[config.mk]
export PLATFORM = sky130hd
export DESIGN_NAME = sensor_frame_tx
export DESIGN_NICKNAME = d
export VERILOG_FILES = /design/src/rtl/sensor_frame_tx_pkg.sv /design/src/rtl/sensor_frame_tx_bcd_ascii_enc.sv /design/src/rtl/sensor_frame_tx.sv
export SDC_FILE = /design/constraint.sdc
export NUM_CORES = 1
export LEC_CHECK = 0
export BUFFER_PORTS_ARGS = -buffer_cell sky130_fd_sc_hd__buf_4
export CAP_MARGIN = 20
export CORE_MARGIN = 2
export CORE_UTILIZATION = 55
export DETAILED_ROUTE_END_ITERATION = 12
export GPL_ROUTABILITY_DRIVEN = 0
export PLACE_DENSITY = 0.87
export SYNTH_ARGS = -nofsm -noshare
export SYNTH_HDL_FRONTEND = slang
export SYNTH_SLANG_ARGS = --single-unit
[constraint.sdc]
create_clock -name clock -period 9.7 [get_ports clock]
set_input_delay 1.455 -clock clock [delete_from_list [all_inputs] [get_ports clock]]
set_output_delay 1.455 -clock clock [all_outputs]
set_load 0.05 [all_outputs]
[src/rtl/sensor_frame_tx_pkg.sv]
// Shared constants and state encodings for the sensor frame transmit path.
package roberto_pkg;

  localparam logic [2:0] ASC_ZERO_PREFIX = 3'b011;
  localparam logic [6:0] ASC_HASH        = 7'h23;
  localparam logic [6:0] ASC_QMARK       = 7'h3F;
  localparam logic [6:0] ASC_LF          = 7'h0A;

  typedef enum logic [2:0] {
    IDLE  = 3'd0,
    SEND  = 3'd1,
    WAIT  = 3'd2,
    DONE  = 3'd3,
    CKSUM = 3'd4
  } sensor_frame_state_t;

  // Kind of byte currently held on tx_dados
  typedef enum logic [1:0] {
    SLOT_DIG = 2'd0,
    SLOT_SEP = 2'd1,
    SLOT_CK  = 2'd2,
    SLOT_END = 2'd3
  } slot_t;

endpackage

[src/rtl/sensor_frame_tx_bcd_ascii_enc.sv]
// BCD nibble to ASCII digit; non-BCD nibbles become '?'.
module bcd_ascii_enc
  import roberto_pkg::*;
(
  input  logic [3:0] nib_i,
  output logic [6:0] asc_o
);

  always_comb asc_o = (nib_i > 4'd9) ? ASC_QMARK : {ASC_ZERO_PREFIX, nib_i};

endmodule

[src/rtl/sensor_frame_tx.sv]
// Snapshots N_CH BCD measurements and streams them as one ASCII frame to a 7E1 tx.
// Define SENSOR_FRAME_CKSUM_EN to append an XOR checksum byte before END_CHAR.
module sensor_frame_tx
  import roberto_pkg::*;
#(
  parameter int         N_CH          = 3,
  parameter int         N_DIG         = 3,
  parameter logic [6:0] SEP_CHAR      = ASC_HASH,
  parameter int         END_EN        = 1,
  parameter logic [6:0] END_CHAR      = ASC_LF,
  parameter int         PERIOD_CYCLES = 1_000_000
) (
  input  logic                    clock,
  input  logic                    reset,
  input  logic                    start,
  input  logic                    periodic_en,
  input  logic [N_CH*4*N_DIG-1:0] medidas,
  output logic                    tx_partida,
  output logic [6:0]              tx_dados,
  input  logic                    tx_pronto,
  output logic                    busy,
  output logic                    frame_done,
  output logic [2:0]              db_estado,
  output logic [2:0]              db_canal,
  output logic [1:0]              db_digito
);

  localparam int MW = N_CH*4*N_DIG;
  localparam int IW = $clog2(MW);
  localparam int TW = $clog2(PERIOD_CYCLES);
`ifdef SENSOR_FRAME_CKSUM_EN
  localparam bit CK_EN = 1'b1;
  logic [6:0] cks_q;
`else
  localparam bit CK_EN = 1'b0;
`endif

  sensor_frame_state_t state_q;
  slot_t               slot_q, slot_d;
  logic [MW-1:0]       snap_q;
  logic [2:0]          ch_q, ch_d;
  logic [1:0]          dig_q, dig_d;
  logic [TW-1:0]       tmr_q;
  logic [6:0]          dados_q, byte_d, asc;
  logic [3:0]          nib;
  logic [IW-1:0]       idx;
  logic                pend_q, part_q, busy_q, done_q, last_d, tick;

  assign tick = periodic_en && (tmr_q == TW'(PERIOD_CYCLES-1));

  // Position of the byte that follows the one on the line
  always_comb begin
    slot_d = slot_q;
    ch_d   = ch_q;
    dig_d  = dig_q;
    last_d = 1'b0;
    case (slot_q)
      SLOT_DIG: if (dig_q == 2'(N_DIG-1)) slot_d = SLOT_SEP;
                else dig_d = dig_q + 2'd1;
      SLOT_SEP: if (ch_q == 3'(N_CH-1)) begin
                  if (CK_EN)            slot_d = SLOT_CK;
                  else if (END_EN != 0) slot_d = SLOT_END;
                  else                  last_d = 1'b1;
                end else begin
                  ch_d   = ch_q + 3'd1;
                  dig_d  = 2'd0;
                  slot_d = SLOT_DIG;
                end
      SLOT_CK:  if (END_EN != 0) slot_d = SLOT_END;
                else last_d = 1'b1;
      default:  last_d = 1'b1;
    endcase
  end

  // In IDLE the first digit comes straight from the live input, since the snapshot loads on the same edge
  always_comb begin
    idx = IW'(int'(ch_d)*4*N_DIG + (N_DIG-1-int'(dig_d))*4);
    nib = (state_q == IDLE) ? medidas[4*N_DIG-1 -: 4] : snap_q[idx +: 4];
  end

  bcd_ascii_enc u_enc (.nib_i(nib), .asc_o(asc));

  always_comb begin
    byte_d = asc;
    case (slot_d)
      SLOT_SEP: byte_d = SEP_CHAR;
`ifdef SENSOR_FRAME_CKSUM_EN
      SLOT_CK:  byte_d = cks_q ^ dados_q;
`else
      SLOT_CK:  byte_d = 7'h00;
`endif
      SLOT_END: byte_d = END_CHAR;
      default:  byte_d = asc;
    endcase
  end

  always_ff @(posedge clock) begin
    if (!reset) begin
      state_q <= IDLE;
      slot_q  <= SLOT_DIG;
      snap_q  <= '0;
      ch_q    <= '0;
      dig_q   <= '0;
      tmr_q   <= '0;
      dados_q <= '0;
      pend_q  <= 1'b0;
      part_q  <= 1'b0;
      busy_q  <= 1'b0;
      done_q  <= 1'b0;
`ifdef SENSOR_FRAME_CKSUM_EN
      cks_q   <= '0;
`endif
    end else begin
      part_q <= 1'b0;
      done_q <= 1'b0;
      if (!periodic_en || tick) tmr_q <= '0;
      else                      tmr_q <= tmr_q + 1'b1;
      if (tick && state_q != IDLE) pend_q <= 1'b1;
      case (state_q)
        IDLE: if (start || pend_q || tick) begin
          snap_q  <= medidas;
          ch_q    <= '0;
          dig_q   <= '0;
          slot_q  <= SLOT_DIG;
          pend_q  <= 1'b0;
          dados_q <= asc;
          part_q  <= 1'b1;
          busy_q  <= 1'b1;
          state_q <= SEND;
`ifdef SENSOR_FRAME_CKSUM_EN
          cks_q   <= '0;
`endif
        end
        SEND, CKSUM: state_q <= WAIT;
        WAIT: if (tx_pronto) begin
          if (last_d) begin
            done_q  <= 1'b1;
            state_q <= DONE;
          end else begin
            ch_q    <= ch_d;
            dig_q   <= dig_d;
            slot_q  <= slot_d;
            dados_q <= byte_d;
            part_q  <= 1'b1;
            state_q <= (slot_d == SLOT_CK) ? CKSUM : SEND;
          end
`ifdef SENSOR_FRAME_CKSUM_EN
          cks_q <= cks_q ^ dados_q;
`endif
        end
        DONE: begin
          busy_q  <= 1'b0;
          state_q <= IDLE;
        end
        default: state_q <= IDLE;
      endcase
    end
  end

  assign tx_partida = part_q;
  assign tx_dados   = dados_q;
  assign busy       = busy_q;
  assign frame_done = done_q;
  assign db_estado  = state_q;
  assign db_canal   = ch_q;
  assign db_digito  = dig_q;

endmodule

* Word-level counts from Yosys, hierarchy flattened
Cells that the tools add are included.
Cells by class: reduce and logical (&&, ||, !) cells 19, shift operators 1, bitwise gates (word level) 1, $lt $le $gt $ge 1, multiply operators 1, mux-type cells 41, add/subtract/negate cells 5, equality and inequality tests 15
Operators by type and width (number):
- $shiftx 36x7->4 | 1
- $mux 3 | 9
- $mux 7 | 3
- $pmux 7 s3 | 1
- $add 20x1->20 const B | 1
- $eq 20x20->1 const B | 1
- $mux 2 | 9
- $pmux 7 s2 | 1
- $pmux 2 s2 | 3
- $eq 3x2->1 const B | 3
- $pmux 3 s3 | 1
- $eq 2x2->1 const B | 4
- $mux 1 | 8
- $mux 4 | 2
- $add 6x5->6 | 1
- $pmux 2 s3 | 1
- $pmux 3 s2 | 1
- $reduce_and 2->1 | 3
- $eq 2x1->1 const B | 2
- $gt 4x4->1 const B | 1
- $mul 3x2->4 const B | 1
- $ne 2x2->1 const B | 2
- $pmux 1 s2 | 2
- $reduce_and 4->1 | 1
- 17 further kinds | 22
Word-level totals: input bits 41, logic and storage cells 95, flip-flop bits (word level) 77

* Logic depth before layout (Yosys ltp)
depth after elaboration 13, gate-level depth with buffers 16

* By module
A second synthesis with hierarchy kept.
Second synthesis, totals: cell total of the unflattened synthesis 392, area, all modules 3764.9 sq um
By module, submodules not included:
- sensor_frame_tx | times used 1, cells an instance 382, area an instance 3704.8 sq um
- bcd_ascii_enc | times used 1, cells an instance 10, area an instance 60.1 sq um

* Worst setup path before layout
No wires, ideal clock.
path kind flip-flop to flip-flop, from register ch_q[0] (netlist: db_canal[0]), to register dados_q[1] (netlist: tx_dados[1]), clock period less this slack 4351 ps, path slack 5349 ps, cell stages (with the launch flop) 16, arrival 4219 ps, path buffers 0, setup time 132 ps, path through dfxtp_1 > inv_1 > ha_1 > nor2b_1 > nor3b_1 > nor2_1 > a21oi_1 > ha_1 > fa_1 > ha_1 > xor2_1 > mux2i_1 > nor3_1 > a221o_1 > a211oi_1 > nor3_1
Between the ends: longest elaborated chain between the ends 13, elaborated cells between the ends (all ways) 23
Ends and longest elaborated chain:
- start, declared | line sensor_frame_tx.sv:41 | logic [2:0] ch_q, ch_d;
- start signal, assigned | line sensor_frame_tx.sv:140 | ch_q <= ch_d;
- $add 3x1->3 / $eq 3x2->1 (equally long branches) | line sensor_frame_tx.sv:65, sensor_frame_tx.sv:60
- $mux 3 / $mux 2 (equally long branches) | line sensor_frame_tx.sv:60 | SLOT_SEP: if (ch_q == 3'(N_CH-1)) begin
- $mux 3 / $pmux 2 s2 (equally long branches) | line sensor_frame_tx.sv:57 | case (slot_q)
- $mul 3x2->4 / $sub 2x2->3 (equally long branches) | line sensor_frame_tx.sv:77 | idx = IW'(int'(ch_d)*4*N_DIG + (N_DIG-1-int'(dig_d))*4);
- $add 6x5->6 | line sensor_frame_tx.sv:77
- $shiftx 36x7->4 | line sensor_frame_tx.sv:78 | nib = (state_q == IDLE) ? medidas[4*N_DIG-1 -: 4] : snap_q[idx +: 4];
- $mux 4 | line sensor_frame_tx.sv:78
- $gt 4x4->1 | line sensor_frame_tx_bcd_ascii_enc.sv:9 | always_comb asc_o = (nib_i > 4'd9) ? ASC_QMARK : {ASC_ZERO_PREFIX, nib_i};
- $mux 4 | line sensor_frame_tx_bcd_ascii_enc.sv:9
- $pmux 7 s3 | line sensor_frame_tx.sv:85 | case (slot_d)
- $mux 7 | line sensor_frame_tx.sv:136 | if (last_d) begin
- $mux 7 | line sensor_frame_tx.sv:135 | WAIT: if (tx_pronto) begin
- $pmux 7 s2 (*) | line sensor_frame_tx.sv:119 | case (state_q)
- end signal, assigned | line sensor_frame_tx.sv:126 | dados_q <= asc;
- end signal, assigned | line sensor_frame_tx.sv:143 | dados_q <= byte_d;
- end, declared | line sensor_frame_tx.sv:44 | logic [6:0] dados_q, byte_d, asc;
Every way passes the cells marked *; elsewhere a longest branch is shown, timed or not. The select of a mux whose other input is x is not followed. A chain may end at the register's enable or synchronous reset.

* Worst setup path after layout
Same ends and word-level chain as after synthesis.

==> flow_summary.ini <==
[timing]
relSlewSlack_pct = 43.8
tns_ps = 0
fin_worst_skew_ps = 5.68
worstMarginPinSlew_ps = 842
final-hold-violation-count = 0
rsz0062_at_grt = false
period_share_pct = 46.3
holdWs_ps = 448
finalCriticalPeriod_ps = 4490
drv_slew = 0
setup_viol = 0
max_freq_mhz = 223

[logic_synthesis]
yosys_warnings = 0
ys.flop_type = dfxtp_1
synth.distinct_cells = 53
synth_seq_area_share_pct = 42.1
synth_area_um2 = 3610
synth.avg_cell_area_um2 = 9.68
postSynthCellCount = 373
synth_edf_count = 0
synth-seq-cells = 76
async_flop_share_pct = 0

[critical_path]
worstPathBufferInverterCount = 1
cp_common_cell = ha_1
worstPathCellList = inv_1, ha_1, nor2b_1, nor3b_1, nor2_1, a21oi_1, ha_1, fa_1, ha_1, xor2_1, mux2i_1, nor3_1, a221o_1, a211oi_1, nor3_1
required_ps = 9910
startpoint_type = flop
cp-end-kind = flop
critPathMaxFanout = 6
critPathTopFamily = adder cells
cp_slowest_cell = nor3b_1
max_stage_delay_ps = 560
cp.arrival_ps = 4700
path_class = flop to flop

[drt]
first_pass_iters = 4
wirelength_met1_mm = 3.48
vias = 2880
ant_nets = 0
viasPerCell = 5.66
drt_iter0_markers = 180
drc = 0
wl_met3_um = 332
met2WireLength_mm = 3.77
avgRoutedWirePerCell_um = 15.2
drt-total-wl_mm = 7.75
routed.top_layer = met4

[floorplanning]
fp-row-count = 29
coreArea_um2 = 6350
start_util_pct = 56.9
io_pins = 59
die_h_um = 85.0
die_area_um2 = 7230
die_w_um = 85.0

[final_layout]
num-fill-cells = 486
finalNetCount = 480
syn2layout_area_growth_pct = 18.7
final_cell_mix = 76 x dfxtp_1, 72 x nor2_1, 58 x buf_4, 42 x mux2i_1, 18 x nand2_1
mostFrequentLayoutCell = dfxtp_1
drive_gt1_share_pct = 20.8
diodes = 0

[power]
ir_worst_vdd_mv = 0.119
p_leak_nw = 1.77
p_seq_share_pct = 43.9
intPower_uw = 562
clkPwrFrac_pct = 38.9
p_sw_share_pct = 26.5
powerDensity_nw_per_um2 = 178
combPwrFrac_pct = 17.2
p_sw_uw = 203

[clock_network]
cts.clk_slew.worst_paths_ps = 80
numCtsBuffers = 9
post_cts_buffers = 0
worstSkewPairLatency_ps = 360
clk_path_buf_depth = 2
htree_num_levels = 3
cts_root_buffer = clkbuf_8
cts.repair.resized = 0
tritoncts = done
ctsHoldBuffers = 0
cts.sinks = 76

[grt]
antenna_found_initial = 0
grt_pass1_wl_mm = 13.4
grt_max_degree = 51
grt_pass1_vias = 2776
track_usage_pct = 23.3
grt_overflow = 0

[min_path]
hp-class = flop to flop

[flow_run]
maxCapViolations = 0

[run_status]
status = completed

[placement]
port_buffers = 57
hpwl_mm = 5.49
logic make-up after synthesis:
| group | Yosys count | synth area share (%) |
|---|---|---|
| other | 1 | 0.104 |
| flip-flops | 76 | 42.1 |
| adder cells (fa/ha/maj) | 12 | 4.57 |
| buffers and inverters | 32 | 5.02 |
| AO/OA/AOI/OAI | 42 | 7.97 |
| AND/OR/NAND/NOR | 140 | 18.3 |
| multiplexers | 51 | 16.9 |
| XOR/XNOR | 19 | 4.99 |
flip-flops by register name (all words and copies together), names as in the netlist, 2 cells and up:
name	flops
tmr_q	20
slot_q	2
tx_dados	6
db_digito	2
db_estado	3
db_canal	3
snap_q	36
power by group through the flow:
stage | clock (mW) | sequential, mW | combinational [mW]
5_1_grt | 0.314 | 0.338 | 0.143
6_report | 0.298 | 0.336 | 0.131
2_1_floorplan | 0 | 0.353 | 0.0878
3_5_place_dp | 0 | 0.343 | 0.131
3_3_place_gp | 0 | 0.343 | 0.126
4_1_cts | 0.299 | 0.336 | 0.132
final timing paths:
kind                                   from          end  slack, ps  cells past startpoint
worst max-delay path            db_canal[0]  tx_dados[1]       5210                     15
worst min-delay path            tx_dados[5]  tx_dados[5]        450                      2
worst max register to register  db_canal[0]  tx_dados[1]       5210                     15
worst min register to register  tx_dados[5]  tx_dados[5]        450                      2
final cells by class:
class / count / area [um^2] / share of cell area [%]
Sequential cell: 76 / 1520 / 35.5
Inverter: 16 / 60.1 / 1.40
Tap cell: 77 / 96.3 / 2.25
Multi-Input combinational cell: 266 / 1930 / 44.9
Timing Repair Buffer: 58 / 435 / 10.2
Clock inverter: 6 / 111 / 2.60
Clock buffer: 10 / 138 / 3.21
metrics by stage:
step           std cells  instance area, um^2  power (mW)  util (%)  setup WS, ps
6_report             509                 4290       0.765      67.5          5210
5_1_grt              509                 4290       0.795      67.5          4750
4_1_cts              509                 4290       0.767      67.5          5230
3_5_place_dp         493                 4040       0.474      63.6          5260
3_3_place_gp         493                 4040       0.469      63.6          5540
2_1_floorplan        374                 3620       0.440         -          5350
per-layer routing:
| metal | vias up | global-route usage, % |
|---|---|---|
| met3 | 18 | 5.06 |
| met1 | 1376 | 29.9 |
| li1 | 1410 | - |
| met4 | 0 | 8.66 |
| met2 | 76 | 38.6 |
| met5 | - | 0 |
cell usage after synthesis (all sizes together), types with 3 or more instances:
library cell	instances	share of area, %
dfxtp	76	42
nor2	73	7.8
mux2i	42	12
nand2	18	1.9
inv	16	1.7
a21oi	15	2.1
nand3	13	1.8
ha	10	3.5
xnor2	10	2.4
clkbuf	9	0.94
nor3	9	1.2
mux4	8	5.0
xor2	8	1.9
buf	7	2.4
o21ai	6	0.83
nand4	4	0.69
or3	4	0.69
and4	3	0.73
nand4b	3	0.73
o31ai	3	0.62
worst register-to-register path, cell delays in order (launching register included):
cell and delay [ps]:
dfxtp_1 380, inv_1 100, ha_1 220, nor2b_1 150
nor3b_1 560, nor2_1 80, a21oi_1 350, ha_1 260
fa_1 440, ha_1 320, xor2_1 490, mux2i_1 270
nor3_1 60, a221o_1 340, a211oi_1 260, nor3_1 70
Power figures use the tool's default switching activity.
